--- config.mk ---
export PLATFORM = sky130hd
export DESIGN_NAME = sofa_plus_scan_ctrl
export DESIGN_NICKNAME = d
export VERILOG_FILES = /design/src/rtl/sofa_plus_scan_ctrl.sv
export SDC_FILE = /design/constraint.sdc
export NUM_CORES = 1
export LEC_CHECK = 0
export ABC_AREA = 0
export CAP_MARGIN = 10
export CORE_UTILIZATION = 55
export CTS_CLUSTER_DIAMETER = 100
export DETAILED_ROUTE_END_ITERATION = 16
export PLACE_DENSITY_LB_ADDON = 0.25
export SETUP_SLACK_MARGIN = 0.2
export SYNTH_ARGS = -nofsm -noshare
export SYNTH_HDL_FRONTEND = slang
export SYNTH_SLANG_ARGS = --single-unit
--- constraint.sdc ---
create_clock -name C -period 3.7 [get_ports C]
set_clock_uncertainty 0.15 [all_clocks]
set_input_delay 0.74 -clock C [delete_from_list [all_inputs] [get_ports C]]
set_output_delay 0.74 -clock C [all_outputs]
set_load 0.1 [all_outputs]
--- src/rtl/sofa_plus_scan_ctrl.sv ---
// Scan-chain sequencer: serialises host words onto a shared-pin flop chain,
// packs the chain tail into host words, and optionally fires one capture clock.
module sofa_plus_scan_ctrl #(
  parameter int CHAIN_LEN = 64,
  parameter int WORD_W    = 8
) (
  input  logic              C,
  input  logic              R,
  input  logic              start,
  input  logic              capture_req,
  input  logic              abort,
  input  logic              load_valid,
  input  logic [WORD_W-1:0] load_data,
  output logic              load_ready,
  output logic              cap_valid,
  output logic [WORD_W-1:0] cap_data,
  input  logic              cap_ready,
  output logic              sc_en,
  output logic              sc_di,
  input  logic              sc_do,
  output logic              chain_clk_en,
  output logic              busy,
  output logic              done,
  output logic [1:0]        fsm_state
);
  localparam int RW = $clog2(CHAIN_LEN + 1);
  localparam int SW = $clog2(WORD_W + 1);

  typedef enum logic [1:0] {IDLE = 2'd0, SHIFT = 2'd1, CAPT = 2'd2, DONE = 2'd3} state_t;

  state_t            state, state_nxt;
  logic [WORD_W-1:0] sreg, acc, acc_nxt;
  logic [SW-1:0]     sbits, abits, load_bits;
  logic [RW-1:0]     rem;
  logic              cap_flag, shift, load_take, word_full;
  int                avail;

  // Both host streams are valid/ready: a word moves on an edge where valid and
  // ready are both high; cap_valid holds with cap_data stable until taken.
  assign shift      = (state == SHIFT) && (sbits != '0) && !(cap_valid && !cap_ready);
  assign load_ready = (state == SHIFT) && (int'(rem) > int'(sbits)) &&
                      ((sbits == '0) || ((sbits == SW'(1)) && shift));
  assign load_take  = load_ready && load_valid;

  // Bits of rem not already held in sreg decide how much of the new word counts.
  always_comb begin
    avail     = int'(rem) - int'(sbits);
    load_bits = (avail > WORD_W) ? SW'(WORD_W) : SW'(avail);
  end

  assign acc_nxt   = acc | (WORD_W'(sc_do) << abits);
  assign word_full = (int'(abits) == WORD_W - 1) || (rem == RW'(1));

  always_ff @(posedge C) begin
    if (!R) state <= IDLE;
    else    state <= state_nxt;
  end

  always_comb begin
    state_nxt = state;
    case (state)
      IDLE:  if (start) state_nxt = SHIFT;
      SHIFT: if ((rem == '0) && (!cap_valid || cap_ready))
               state_nxt = cap_flag ? CAPT : DONE;
      CAPT:  state_nxt = DONE;
      DONE:  state_nxt = IDLE;
      default: state_nxt = IDLE;
    endcase
    if (abort) state_nxt = IDLE;
  end

  always_comb begin
    sc_en        = 1'b0;
    sc_di        = 1'b0;
    chain_clk_en = 1'b0;
    done         = 1'b0;
    case (state)
      SHIFT: begin
        sc_en        = 1'b1;
        sc_di        = sreg[0];
        chain_clk_en = shift;
      end
      CAPT:  chain_clk_en = 1'b1;
      DONE:  done = 1'b1;
      default: ;
    endcase
  end

  assign busy      = (state != IDLE);
  assign fsm_state = state;

  always_ff @(posedge C) begin
    if (!R) begin
      sreg      <= '0;
      sbits     <= '0;
      rem       <= '0;
      acc       <= '0;
      abits     <= '0;
      cap_data  <= '0;
      cap_valid <= 1'b0;
      cap_flag  <= 1'b0;
    end else if (abort) begin
      cap_valid <= 1'b0;
      acc       <= '0;
      abits     <= '0;
    end else begin
      if ((state == IDLE) && start) begin
        rem      <= RW'(CHAIN_LEN);
        sbits    <= '0;
        abits    <= '0;
        acc      <= '0;
        cap_flag <= capture_req;
      end
      if (cap_valid && cap_ready) cap_valid <= 1'b0;
      if (shift) begin
        sreg  <= sreg >> 1;
        sbits <= sbits - SW'(1);
        rem   <= rem - RW'(1);
        // A fresh emission wins over the clear of the word just taken.
        if (word_full) begin
          cap_data  <= acc_nxt;
          cap_valid <= 1'b1;
          acc       <= '0;
          abits     <= '0;
        end else begin
          acc   <= acc_nxt;
          abits <= abits + SW'(1);
        end
      end
      if (load_take) begin
        sreg  <= load_data;
        sbits <= load_bits;
      end
    end
  end
endmodule

Word-level counts from Yosys, hierarchy flattened. Index checks and enable logic that the tools add are counted.

$add $sub $neg: 4. $lt $le $gt $ge: 2. Eq/ne operators: 8. Shift operators: 1. Mux-type cells: 24. Bitwise operators: 3. Reductions and logical operators: 31.

Operators with widths (number): 8-bit two-way mux (5); 4-bit two-way mux (6); 7-bit two-way mux (2); 1-bit logical AND (10); 2-bit AND reduction (5); 8-bit by 5-bit > comparator with 1-bit output (second input constant) (1); 8-bit OR (1); 2-bit one-hot mux with 4 select lines (1); 1-bit by 4-bit left shift with 8-bit output (1); 7-bit by 4-bit subtractor with 8-bit output (1); 7-bit by 1-bit == test with 1-bit output (second input constant) (1); 7-bit by 4-bit > comparator with 1-bit output (1); 7-bit logical NOT (1); 1-bit two-way mux (7); 7-bit by 1-bit subtractor with 7-bit output (second input constant) (1); 2-bit nonzero test (3); 4-bit by 1-bit adder with 4-bit output (second input constant) (1); 2-bit == test (second input constant) (2); 4-bit by 1-bit == test with 1-bit output (second input constant) (1); 4-bit == test (second input constant) (1); 4-bit logical NOT (1); 2-bit two-way mux (2); 4-bit nonzero test (1); 4-bit by 1-bit subtractor with 4-bit output (second input constant) (1); 11 further kinds (16).

Register bits: 43. Input bits: 16. Output and inout bits: 17. Logic and storage cells: 82.

Longest topological paths before layout. Gate-level depths: netlist of run 1.

Word-level depth: 10. Depth in mapped cells: 11. Mapped depth without buffers: 10.

Worst setup path before layout of run 1. OpenSTA, ideal clock, no wires.

Kind: reg-to-output. From: reg state[0] (netlist: fsm_state[0]). To: out chain_clk_en. Arrival time: 3.226 ns. Data required time: 2.810 ns. Setup slack: -0.416 ns. Stages on the path, launching flop included: 5. Buffers on the path: 1. Cells stage by stage: dfxtp_1 -> ha_1 -> clkbuf_1 -> and3_1 -> o21a_1.

Longest elaborated chain between the ends: 4. Elaborated cells between the ends (all ways): 5. Classes of those cells: eq/ne: 2; mux: 1; reduce/logical: 2.

RTL lines: from (decl) (RTL line 31) `state_t state, state_nxt;`; from (signal assigned) (RTL line 56) `else state <= state_nxt;`; 2-bit by 1-bit == test with 1-bit output (RTL line 40, 77); 1-bit logical AND (2 in a row) (RTL line 40) `assign shift = (state == SHIFT) && (sbits != '0) && !(cap_valid && !cap_ready);`; 1-bit one-hot mux with 2 select lines (*) (RTL line 77) `case (state)`; to (decl) (RTL line 21) `output logic chain_clk_en,`.

Mark *: on every way between the ends. The rest lies on a longest branch, timed or not.

Worst setup path after layout of run 1.
From: reg rem[0]. To: out load_ready.

Longest elaborated chain between the ends: 3.

RTL lines: from (decl) (RTL line 34) `logic [RW-1:0] rem;`; from (signal assigned) (RTL line 108) `rem <= RW'(CHAIN_LEN);`; from (signal assigned) (RTL line 118) `rem <= rem - RW'(1);`; 7-bit by 4-bit > comparator with 1-bit output (RTL line 41) `assign load_ready = (state == SHIFT) && (int'(rem) > int'(sbits)) &&`; 1-bit logical AND (2 in a row) (RTL line 41); to (decl) (RTL line 14) `output logic load_ready,`.

No other way between the ends.

==> results of run 1 <==
[cell type report]
class                      instances  area [µm²]  area share (%)
sequential                        43       862.1           29.57
timing repair buffer              37       367.9           12.62
clock buffer                       5       68.82           2.361
inverter                          13       48.80           1.674
clock inverter                     2       37.54           1.288
multi-input combinational        217        1468           50.34
tap                               50       62.56           2.146
[worst min path at each step]
stage	to	slack, ps	cells past startpoint
after floorplan	acc[7]$_SDFFE_PP0N_	300	2
after global placement	acc[7]$_SDFFE_PP0N_	310	2
after detailed placement	cap_data[1]$_SDFFE_PN0P_	330	2
after CTS	cap_data[1]$_SDFFE_PN0P_	340	2
after global routing	sreg[5]$_SDFFE_PN0P_	370	2
final	cap_data[0]$_SDFFE_PN0P_	340	2
[worst max-delay path: stages, from the launching register on]
cell,delay (ps)
sky130_fd_sc_hd__dfxtp_1,380
sky130_fd_sc_hd__inv_1,90
sky130_fd_sc_hd__ha_1,220
sky130_fd_sc_hd__fa_1,400
sky130_fd_sc_hd__and2b_1,220
sky130_fd_sc_hd__o311ai_1,90
sky130_fd_sc_hd__a211o_2,410
sky130_fd_sc_hd__inv_2,120
sky130_fd_sc_hd__buf_12,180
[power by group]
group	internal, mW	total, mW	leakage [nW]	switching, mW
Combinational	0.0971	0.242	0.765	0.145
Clock	0.197	0.364	0.0502	0.166
Sequential	0.475	0.487	0.348	0.0129
[state kept, by name, indices dropped and copies added (netlist names)]
| name | count |
|---|---|
| acc | 8 |
| cap_data | 8 |
| sreg | 8 |
| rem | 7 |
| abits | 4 |
| sbits | 4 |
| fsm_state | 2 |
| cap_flag | 1 |
| cap_valid | 1 |
[kinds of logic (layout without fill, tap and decap cells)]
logic type | Yosys count | after routing | share of synthesized area (%)
AND/OR/NAND/NOR | 95 | 95 | 19.28
XOR/XNOR | 4 | 4 | 1.436
buffers and inverters | 25 | 57 | 4.718
adder cells (fa/ha/maj) | 16 | 16 | 8.513
flip-flops | 43 | 43 | 35.28
AO/OA/AOI/OAI | 91 | 91 | 26.26
multiplexers | 11 | 11 | 4.513
[metal layers]
layer | up-vias | wire [µm] | track usage (%)
met4 | 0 | 46 | 6.510
met3 | 4 | 367 | 6.086
met5 | - | 0 | 0
met1 | 1073 | 2664 | 35.89
met2 | 80 | 2615 | 42.40
li1 | 1110 | - | -
[synth_stat cells (7+ instances only)]
library cell / count / share of area (%)
sky130_fd_sc_hd__o21ai_0: 14 / 2.9
sky130_fd_sc_hd__a21oi_1: 17 / 3.5
sky130_fd_sc_hd__nor2_1: 40 / 6.2
sky130_fd_sc_hd__a22oi_1: 10 / 3.1
sky130_fd_sc_hd__mux2i_1: 11 / 4.5
sky130_fd_sc_hd__nand2_1: 16 / 2.5
sky130_fd_sc_hd__dfxtp_1: 43 / 35
sky130_fd_sc_hd__a31oi_1: 7 / 1.8
sky130_fd_sc_hd__a211oi_1: 10 / 3.1
sky130_fd_sc_hd__ha_1: 15 / 7.7
sky130_fd_sc_hd__inv_1: 11 / 1.7
==> out/metrics.cfg, run 1 <==
[synth]
synth_edf_count=0
post_synthesis_instance_area_um2=2440
yosys_warnings=0
syn-mean-instance-area_um2=8.561
synth_ff_type=sky130_fd_sc_hd__dfxtp_1
netlist_instances=285
postSynthRegisterBits=43
yosysUniqueCellTypes=55
asyncSetResetFlopFracSynth_pct=0
ys_seq_area_share_pct=35.28
synth_nets=317

[global_route]
grt_first_pass_wirelength_um=9356
grt_max_degree=17
grt_use_total_pct=26.53
global_route.overflow_total=0
first_global_vias=2029
grt_antenna_before_repair=0

[power_and_ir_drop]
static-leakage-power_nw=1.164
max-vdd-ir-drop_mv=0.2857
power_per_cell_area_nw_per_um2=375.0
power_mw=1.093

[cts]
worstSkewPairLatency_ps=290
cts_tree=yes
cts_buffers=5
cts_resized=0
cts_buffer_depth=2
total_number_of_clock_tree_sinks=43
number_of_setup_buffers_added_after_cts=0
cts.htree.levels=2
cts.hold.buffers_added=0
clockRootBuffer=sky130_fd_sc_hd__clkbuf_8
clock_input_transition_at_the_sequential_cells_of_the_worst_setup_and_hold_paths_ps=80

[finish]
finalNetCount=349
num-fill-cells=341
area_growth_pct=19.49
most-common-layout-cells=sky130_fd_sc_hd__dfxtp_1, sky130_fd_sc_hd__nor2_1, sky130_fd_sc_hd__clkdlybuf4s50_1
layout-drive-gt1-share_pct=10.09
diodes=0
final_cell_area_um2=2915
final_common_cell=sky130_fd_sc_hd__dfxtp_1
layout.core_utilization_pct=70.84
layoutNonFillerInstCount=367

[sta]
setup_viol_count_final=0
grt_setup_unrepaired=false
drv_slew=0
fin_tns_setup_ps=0
timing.slew.headroom_pct=34.38
tightestPinTransition_ps=981.2
timing.final.crit_share_pct=89.24
fmax_mhz=302.9
holdWs_ps=341.2
final-hold-violation-count=0
finalWorstSetupSlack_ps=398.1
finalWorstPathRequiredPeriod_ps=3302

[critical_path]
crit_required_ps=2810
crit_path_start_kind=register
startpoint_of_the_worst_register_to_register_path=rem[0]$_SDFFE_PN0P_
worstSetupPathType=register to primary output
end_kind=primary output
worst_setup_path_endpoint=load_ready
setup.reg_to_reg.worst_slack_ps=770
worst_r2r_endpoint=sreg[4]$_SDFFE_PN0P_
worst-r2r-cell-count=10
timing.critical_path.arrival_ps=2410
timing.critical_path.from=rem[0]$_SDFFE_PN0P_
crit_path_max_fanout=4

[run_status]
result_of_the_run=finished, final reports clean

[die]
die_height_um=68.61
dieArea_um2=4707
rows=23
ioPinCount=33
core_area_um2=4115
start_util_pct=59.29
die_width_um=68.61

[placed_design]
number_of_buffer_cells_added_on_primary_ports=32
placed_cells_incl_taps=360
post_dp_cell_area_um2=2809
pre_cts_slack_ps=606.5
half_perimeter_wire_length_after_detailed_placement_um=4117
gpl.final_weighted_congestion=0.8866

[detailed_routing]
route.antenna.remaining_nets=0
detailroute.via_count=2267
drcViolationCount=0
total_wire_length_after_detailed_routing_um=5693
dr.pass1.iters=4
detailedRoute.firstIterationViolations=206
avgViaCountPerCell=6.177
wl_per_cell_um=15.51

[run]
max-cap-violations=0

[worst_hold_path]
hold_path_startpoint=cap_data[0]$_SDFFE_PN0P_
hp-class=register to register

No activity file was read; power rests on OpenSTA's default activity.
==> run 2, diff against run 1 <==
--- a/config.mk
+++ b/config.mk
@@ -7,7 +7,7 @@
 export LEC_CHECK = 0
 export ABC_AREA = 0
 export CAP_MARGIN = 10
-export CORE_UTILIZATION = 55
+export CORE_UTILIZATION = 49
 export CTS_CLUSTER_DIAMETER = 100
 export DETAILED_ROUTE_END_ITERATION = 16
 export PLACE_DENSITY_LB_ADDON = 0.25
==> constraint.sdc (replaced) <==
create_clock -name C -period 2.8 [get_ports C]
set_clock_uncertainty 0.15 [all_clocks]
set_input_delay 0.56 -clock C [delete_from_list [all_inputs] [get_ports C]]
set_output_delay 0.56 -clock C [all_outputs]
set_load 0.1 [all_outputs]
==> run 2 against run 1 <==
  * The run now ends with setup timing left
  * Final cell count grew 11%
  * Sequential power increased by 33%
  * Combinational power is 58% higher
  * Register-to-register slack got worse by 670 ps
  * Non-clock buffer count grew 24
  * Critical path depth shrank 1
  * First-iteration DRC count fell by 34%
  * Via count up 2.8%
  * Final area is 10% higher
  * Largest cell class unchanged
  * Largest power group unchanged
==> out/metrics.cfg, run 2 (synthesis gave the netlist of run 1 again) <==
[power_and_ir_drop]
max-vdd-ir-drop_mv=0.3131  ; +9.6%
static-leakage-power_nw=1.333  ; +15%
power_per_cell_area_nw_per_um2=489.8  ; +31%
power_mw=1.574  ; +44%

[global_route]
grt_max_degree=18  ; +1
grt_antenna_before_repair=0  ; unchanged
first_global_vias=2175  ; +7.2%
grt_use_total_pct=24.82  ; -1.7 points
global_route.overflow_total=0  ; unchanged
grt_first_pass_wirelength_um=10180  ; +8.8%

[finish]
top_regs=acc x8, cap_data x8, sreg x8
finalNetCount=373  ; +6.9%
final_common_cell=sky130_fd_sc_hd__buf_4
layout-drive-gt1-share_pct=24.85  ; +15 points
num-fill-cells=395  ; +16%
area_growth_pct=31.74
most-common-layout-cells=sky130_fd_sc_hd__buf_4, sky130_fd_sc_hd__nor2_1, sky130_fd_sc_hd__dfxtp_1
diodes=0  ; unchanged

[worst_hold_path]
hp-class=register to register

[detailed_routing]
avgViaCountPerCell=5.697  ; -7.8%
detailedRoute.firstIterationViolations=136  ; -34%
drcViolationCount=0  ; unchanged
route.antenna.remaining_nets=0  ; unchanged
dr.pass1.iters=4  ; unchanged
detailroute.via_count=2330  ; +2.8%
wl_per_cell_um=15.30  ; -1.4%
total_wire_length_after_detailed_routing_um=6257  ; +9.9%

[cts]
cts_tree=yes
cts_buffer_depth=2  ; unchanged
clock_input_transition_at_the_sequential_cells_of_the_worst_setup_and_hold_paths_ps=80  ; about the same
worstSkewPairLatency_ps=310  ; +20 ps
cts_buffers=5  ; unchanged
cts.htree.levels=2  ; unchanged
clockRootBuffer=sky130_fd_sc_hd__clkbuf_8
total_number_of_clock_tree_sinks=43  ; unchanged

[run_status]
failed_checks=setup timing
result_of_the_run=finished, violations left

[sta]
drv_slew=0  ; unchanged
timing.final.crit_share_pct=101.3
finalWorstSetupSlack_ps=-35.69  ; -433.8 ps
fmax_mhz=352.6
holdWs_ps=326.8  ; -14.37 ps
finalWorstPathRequiredPeriod_ps=2836
fin_tns_setup_ps=-35.69  ; -35.69 ps
tightestPinTransition_ps=587.5  ; -393.7 ps
final-hold-violation-count=0  ; unchanged
timing.slew.headroom_pct=60.65  ; +26 points
setup_viol_count_final=1  ; +1
grt_setup_unrepaired=true

[run]
max-cap-violations=0  ; unchanged

[critical_path]
crit_path_max_fanout=3  ; -1
critical_path.top_delay_family=adder cells
end_kind=primary output
cp_num_buf_inv=2  ; -1
crit_required_ps=2090  ; -720 ps
critical_path_top_delay_cell=sky130_fd_sc_hd__dfxtp_4
crit_path_start_kind=register
crit_path_cell_trace=ha_4 -> fa_2 -> and2b_1 -> o311ai_1 -> a211o_2 -> inv_8 -> buf_12
timing.critical_path.arrival_ps=2130  ; -280 ps
worstSetupPathType=register to primary output
worst_path_largest_cell_delay_ps=370  ; -40 ps

[die]
start_util_pct=51.32  ; -8.0 points
dieArea_um2=5266  ; +12%
ioPinCount=33  ; unchanged
rows=25  ; +8.7%
die_width_um=72.57  ; +5.8%
core_area_um2=4755  ; +16%
die_height_um=72.57  ; +5.8%

[placed_design]
gpl.final_weighted_congestion=0.9466  ; +6.8%
number_of_buffer_cells_added_on_primary_ports=32  ; unchanged
half_perimeter_wire_length_after_detailed_placement_um=4190  ; +1.8%
pre_cts_slack_ps=93.92  ; -512.6 ps

==> run 2: cell types whose count changed in the layout (fill, tap and decap cells not counted), sizes merged <==
cell	previous run	this run
buf	11	46
clkbuf	5	7
clkdlybuf4s50	26	15
clkinvlp	1	0
==> run 2: layer usage <==
metal / vias up / track usage (%) / wire (µm)
li1: 1154 / - / -
met1: 1108 / 31.62 / 2861
met2: 54 / 41.12 / 2984
met3: 14 / 3.750 / 275
met4: 0 / 11.76 / 137
met5: - / 0 / 0
==> run 2: per-stage QoR <==
step / util (%) / cells / area, µm²
floorplan: - / 285 / 2476
global placement: 61.79 / 391 / 2938
detailed placement: 61.79 / 391 / 2938
CTS: 66.79 / 407 / 3176
global route: 67.61 / 409 / 3214
finish: 67.61 / 409 / 3214
==> run 2: worst min-delay path, cell delays in order, from the launching register on <==
cell and delay [ps]:
sky130_fd_sc_hd__dfxtp_1 310, sky130_fd_sc_hd__o21ai_0 70, sky130_fd_sc_hd__a21oi_1 60
==> run 2: worst paths after layout <==
kind | cells past startpoint | end | startpoint | slack [ps]
min reg2reg | 2 | acc[7]$_SDFFE_PP0N_ | acc[7]$_SDFFE_PP0N_ | 330
min | 2 | acc[7]$_SDFFE_PP0N_ | acc[7]$_SDFFE_PP0N_ | 330
max | 7 | load_ready | sbits[0]$_SDFFE_PN0P_ | -40
max reg2reg | 11 | sreg[1]$_SDFFE_PN0P_ | sbits[0]$_SDFFE_PN0P_ | 100
==> run 2: timing repair <==
action,CTS,global route
pin swaps,13,3
hold buffers,0,0
buffers inserted,7,2
setup endpoints to repair,13,14
gates cloned,1,0
gates resized for setup,17,8
==> run 2: final cells by class <==
class / count / area, µm² / area share [%]
multi-input combinational: 217 / 1534 / 47.72
sequential: 43 / 878.3 / 27.33
timing repair buffer: 61 / 531.8 / 16.54
clock buffer: 7 / 97.59 / 3.036
tap: 67 / 83.83 / 2.608
inverter: 13 / 58.81 / 1.830
clock inverter: 1 / 30.03 / 0.9342
==> run 2: power by group <==
part | total (mW) | internal [mW] | switching, mW | leakage, nW
sequential | 0.646 | 0.627 | 0.0195 | 0.351
clock | 0.545 | 0.321 | 0.225 | 0.0636
combinational | 0.383 | 0.171 | 0.212 | 0.918
total | 1.57 | 1.12 | 0.456 | 1.33
==> run 3, diff against run 2 <==
--- a/config.mk
+++ b/config.mk
@@ -10,7 +10,7 @@
 export CORE_UTILIZATION = 49
 export CTS_CLUSTER_DIAMETER = 100
 export DETAILED_ROUTE_END_ITERATION = 16
-export PLACE_DENSITY_LB_ADDON = 0.25
+export PLACE_DENSITY = 0.73
 export SETUP_SLACK_MARGIN = 0.2
 export SYNTH_ARGS = -nofsm -noshare
 export SYNTH_HDL_FRONTEND = slang
==> run 3 against run 2 <==
  * The run still ends with setup timing left
  * Final area fell by 0.23%
  * Critical path depth rose by 1
  * Die area stayed put
  * Fmax shrank 0.14%
  * Non-clock buffer count rose by 1
  * Core utilization shrank 0.16 points
  * Via count is 0.13% lower
  * Routed wire length down 0.27%
  * Final cell count rose by 0.24%
  * First-iteration DRC count grew 41%
  * Register-to-register slack got worse by 70 ps
  * Largest cell class unchanged
==> out/metrics.cfg, run 3 (synthesis gave the netlist of run 1 again) <==
[run_status]
result_of_the_run=finished, violations left
failed_checks=setup timing

[cts]
cts_buffers=5  ; unchanged
total_number_of_clock_tree_sinks=43  ; unchanged
cts_tree=yes
cts.htree.levels=2  ; unchanged
worstSkewPairLatency_ps=300  ; about the same
cts.hold.buffers_added=0  ; unchanged
clockRootBuffer=sky130_fd_sc_hd__clkbuf_8
clock_input_transition_at_the_sequential_cells_of_the_worst_setup_and_hold_paths_ps=90  ; about the same
cts_buffer_depth=2  ; unchanged

[finish]
layoutNonFillerInstCount=410  ; +0.24%
diodes=0  ; unchanged
layout-drive-gt1-share_pct=26.24  ; +1.4 points
most-common-layout-cells=sky130_fd_sc_hd__buf_4, sky130_fd_sc_hd__nor2_1, sky130_fd_sc_hd__dfxtp_1
area_growth_pct=31.44
final_common_cell=sky130_fd_sc_hd__buf_4
top_regs=acc x8, cap_data x8, sreg x8
layout.core_utilization_pct=67.45  ; -0.16 points
final_cell_area_um2=3207  ; -0.23%
finalNetCount=374  ; +0.27%

[critical_path]
worstSetupPathType=register to primary output
worst_r2r_endpoint=sreg[5]$_SDFFE_PN0P_
worst_setup_path_endpoint=load_ready
startpoint_of_the_worst_register_to_register_path=rem[0]$_SDFFE_PN0P_
crit_required_ps=2090  ; about the same
timing.critical_path.from=rem[0]$_SDFFE_PN0P_
setup.reg_to_reg.worst_slack_ps=30  ; -70 ps
timing.critical_path.arrival_ps=2130  ; about the same
end_kind=primary output
crit_path_start_kind=register
worst-r2r-cell-count=12  ; +1
crit_path_max_fanout=3  ; unchanged

[power_and_ir_drop]
power_mw=1.437  ; -8.7%
power_per_cell_area_nw_per_um2=448.0  ; -8.5%
static-leakage-power_nw=1.335  ; +0.16%
max-vdd-ir-drop_mv=0.2544  ; -19%

[sta]
timing.final.crit_share_pct=101.4  ; +0.14 points
fmax_mhz=352.2  ; -0.14%
final-hold-violation-count=0  ; unchanged
finalWorstSetupSlack_ps=-39.55  ; -3.869 ps
drv_slew=0  ; unchanged
setup_viol_count_final=2  ; +1
finalWorstPathRequiredPeriod_ps=2840  ; +3.869 ps
grt_setup_unrepaired=true
timing.slew.headroom_pct=56.09  ; -4.6 points
tightestPinTransition_ps=655.6  ; +68.12 ps
fin_tns_setup_ps=-65.51  ; -29.83 ps

[die]
die_width_um=72.57  ; unchanged
dieArea_um2=5266  ; unchanged
ioPinCount=33  ; unchanged
rows=25  ; unchanged
start_util_pct=51.32  ; unchanged
core_area_um2=4755  ; unchanged
die_height_um=72.57  ; unchanged

[global_route]
grt_first_pass_wirelength_um=9887  ; -2.8%
grt.met3_usage_pct=4.167  ; +0.42 points
first_global_vias=2125  ; -2.3%
grt_max_degree=16  ; -2
global_route.overflow_total=0  ; unchanged
grt.met2_usage_pct=39.36  ; -1.8 points
grt_antenna_before_repair=0  ; unchanged
grt_use_total_pct=24.21  ; -0.60 points
busiest_layer=met2
globalRouteMet1Util_pct=33.25  ; +1.6 points

[detailed_routing]
detailroute.via_count=2327  ; -0.13%
detailedRoute.firstIterationViolations=192  ; +41%
wl_per_cell_um=15.22  ; -0.51%
route.antenna.remaining_nets=0  ; unchanged
drcViolationCount=0  ; unchanged
total_wire_length_after_detailed_routing_um=6240  ; -0.27%
avgViaCountPerCell=5.676  ; -0.37%
dr.pass1.iters=4  ; unchanged

[run]
max-cap-violations=0  ; unchanged

[placed_design]
gpl.final_weighted_congestion=0.9047  ; -4.4%
placed_cells_incl_taps=392  ; +0.26%
number_of_buffer_cells_added_on_primary_ports=32  ; unchanged
half_perimeter_wire_length_after_detailed_placement_um=4328  ; +3.3%
post_dp_cell_area_um2=2945  ; +0.26%

[worst_hold_path]
hp-class=register to register
worstHoldPathCells=2  ; unchanged

## run 3: area by class of cell
| cell class | count | area (µm²) |
|---|---|---|
| clock buffer | 5 | 68.82 |
| clock inverter | 3 | 18.77 |
| sequential | 43 | 872.1 |
| timing repair buffer | 62 | 539.3 |
| fill | 407 | 1548 |
| inverter | 13 | 56.30 |
| multi-input combinational | 217 | 1568 |
| tap | 67 | 83.83 |
## run 3: worst min-delay path by stage
stage / end / from
after floorplan: acc[7]$_SDFFE_PP0N_ / acc[7]$_SDFFE_PP0N_
after global placement: acc[7]$_SDFFE_PP0N_ / acc[7]$_SDFFE_PP0N_
final: acc[7]$_SDFFE_PP0N_ / acc[7]$_SDFFE_PP0N_
after global routing: acc[7]$_SDFFE_PP0N_ / acc[7]$_SDFFE_PP0N_
after CTS: cap_data[0]$_SDFFE_PN0P_ / cap_data[0]$_SDFFE_PN0P_
after detailed placement: cap_data[2]$_SDFFE_PN0P_ / cap_data[2]$_SDFFE_PN0P_
## run 3: timing repair
action / 4_1_cts / 5_1_grt
gates cloned: 0 / 1
setup buffers: 3 / 6
resized for setup: 12 / 13
pin swaps: 2 / 10
setup endpoints to repair: 14 / 13
## run 3: stage by stage
stage | setup slack (ps) | hold WS (ps)
detailed placement | 95.45 | 325.0
floorplan | 220.7 | 300.0
global placement | 90.63 | 313.0
global route | -84.77 | 364.5
finish | -39.55 | 336.1
CTS | -69.05 | 339.0
## run 3: report_power, final
group / internal (mW) / switching (mW) / leakage [nW] / total (mW)
logic: 0.173 / 0.218 / 0.940 / 0.391
clock network: 0.174 / 0.226 / 0.0445 / 0.401
registers: 0.627 / 0.0184 / 0.350 / 0.645
total: 0.974 / 0.462 / 1.33 / 1.44
## run 3: per-layer routing
layer / routed length (µm) / vias up
li1: - / 1160
met1: 2919 / 1098
met2: 2943 / 59
met3: 275 / 10
met4: 102 / 0
met5: 0 / -
## run 3: critical path, cell delays in order, from the launching register on
cell	delay, ps
sky130_fd_sc_hd__dfxtp_2	350
sky130_fd_sc_hd__inv_2	60
sky130_fd_sc_hd__ha_4	160
sky130_fd_sc_hd__fa_2	330
sky130_fd_sc_hd__and2b_1	220
sky130_fd_sc_hd__o311ai_1	110
sky130_fd_sc_hd__a211o_2	370
sky130_fd_sc_hd__inv_8	70
sky130_fd_sc_hd__buf_12	160
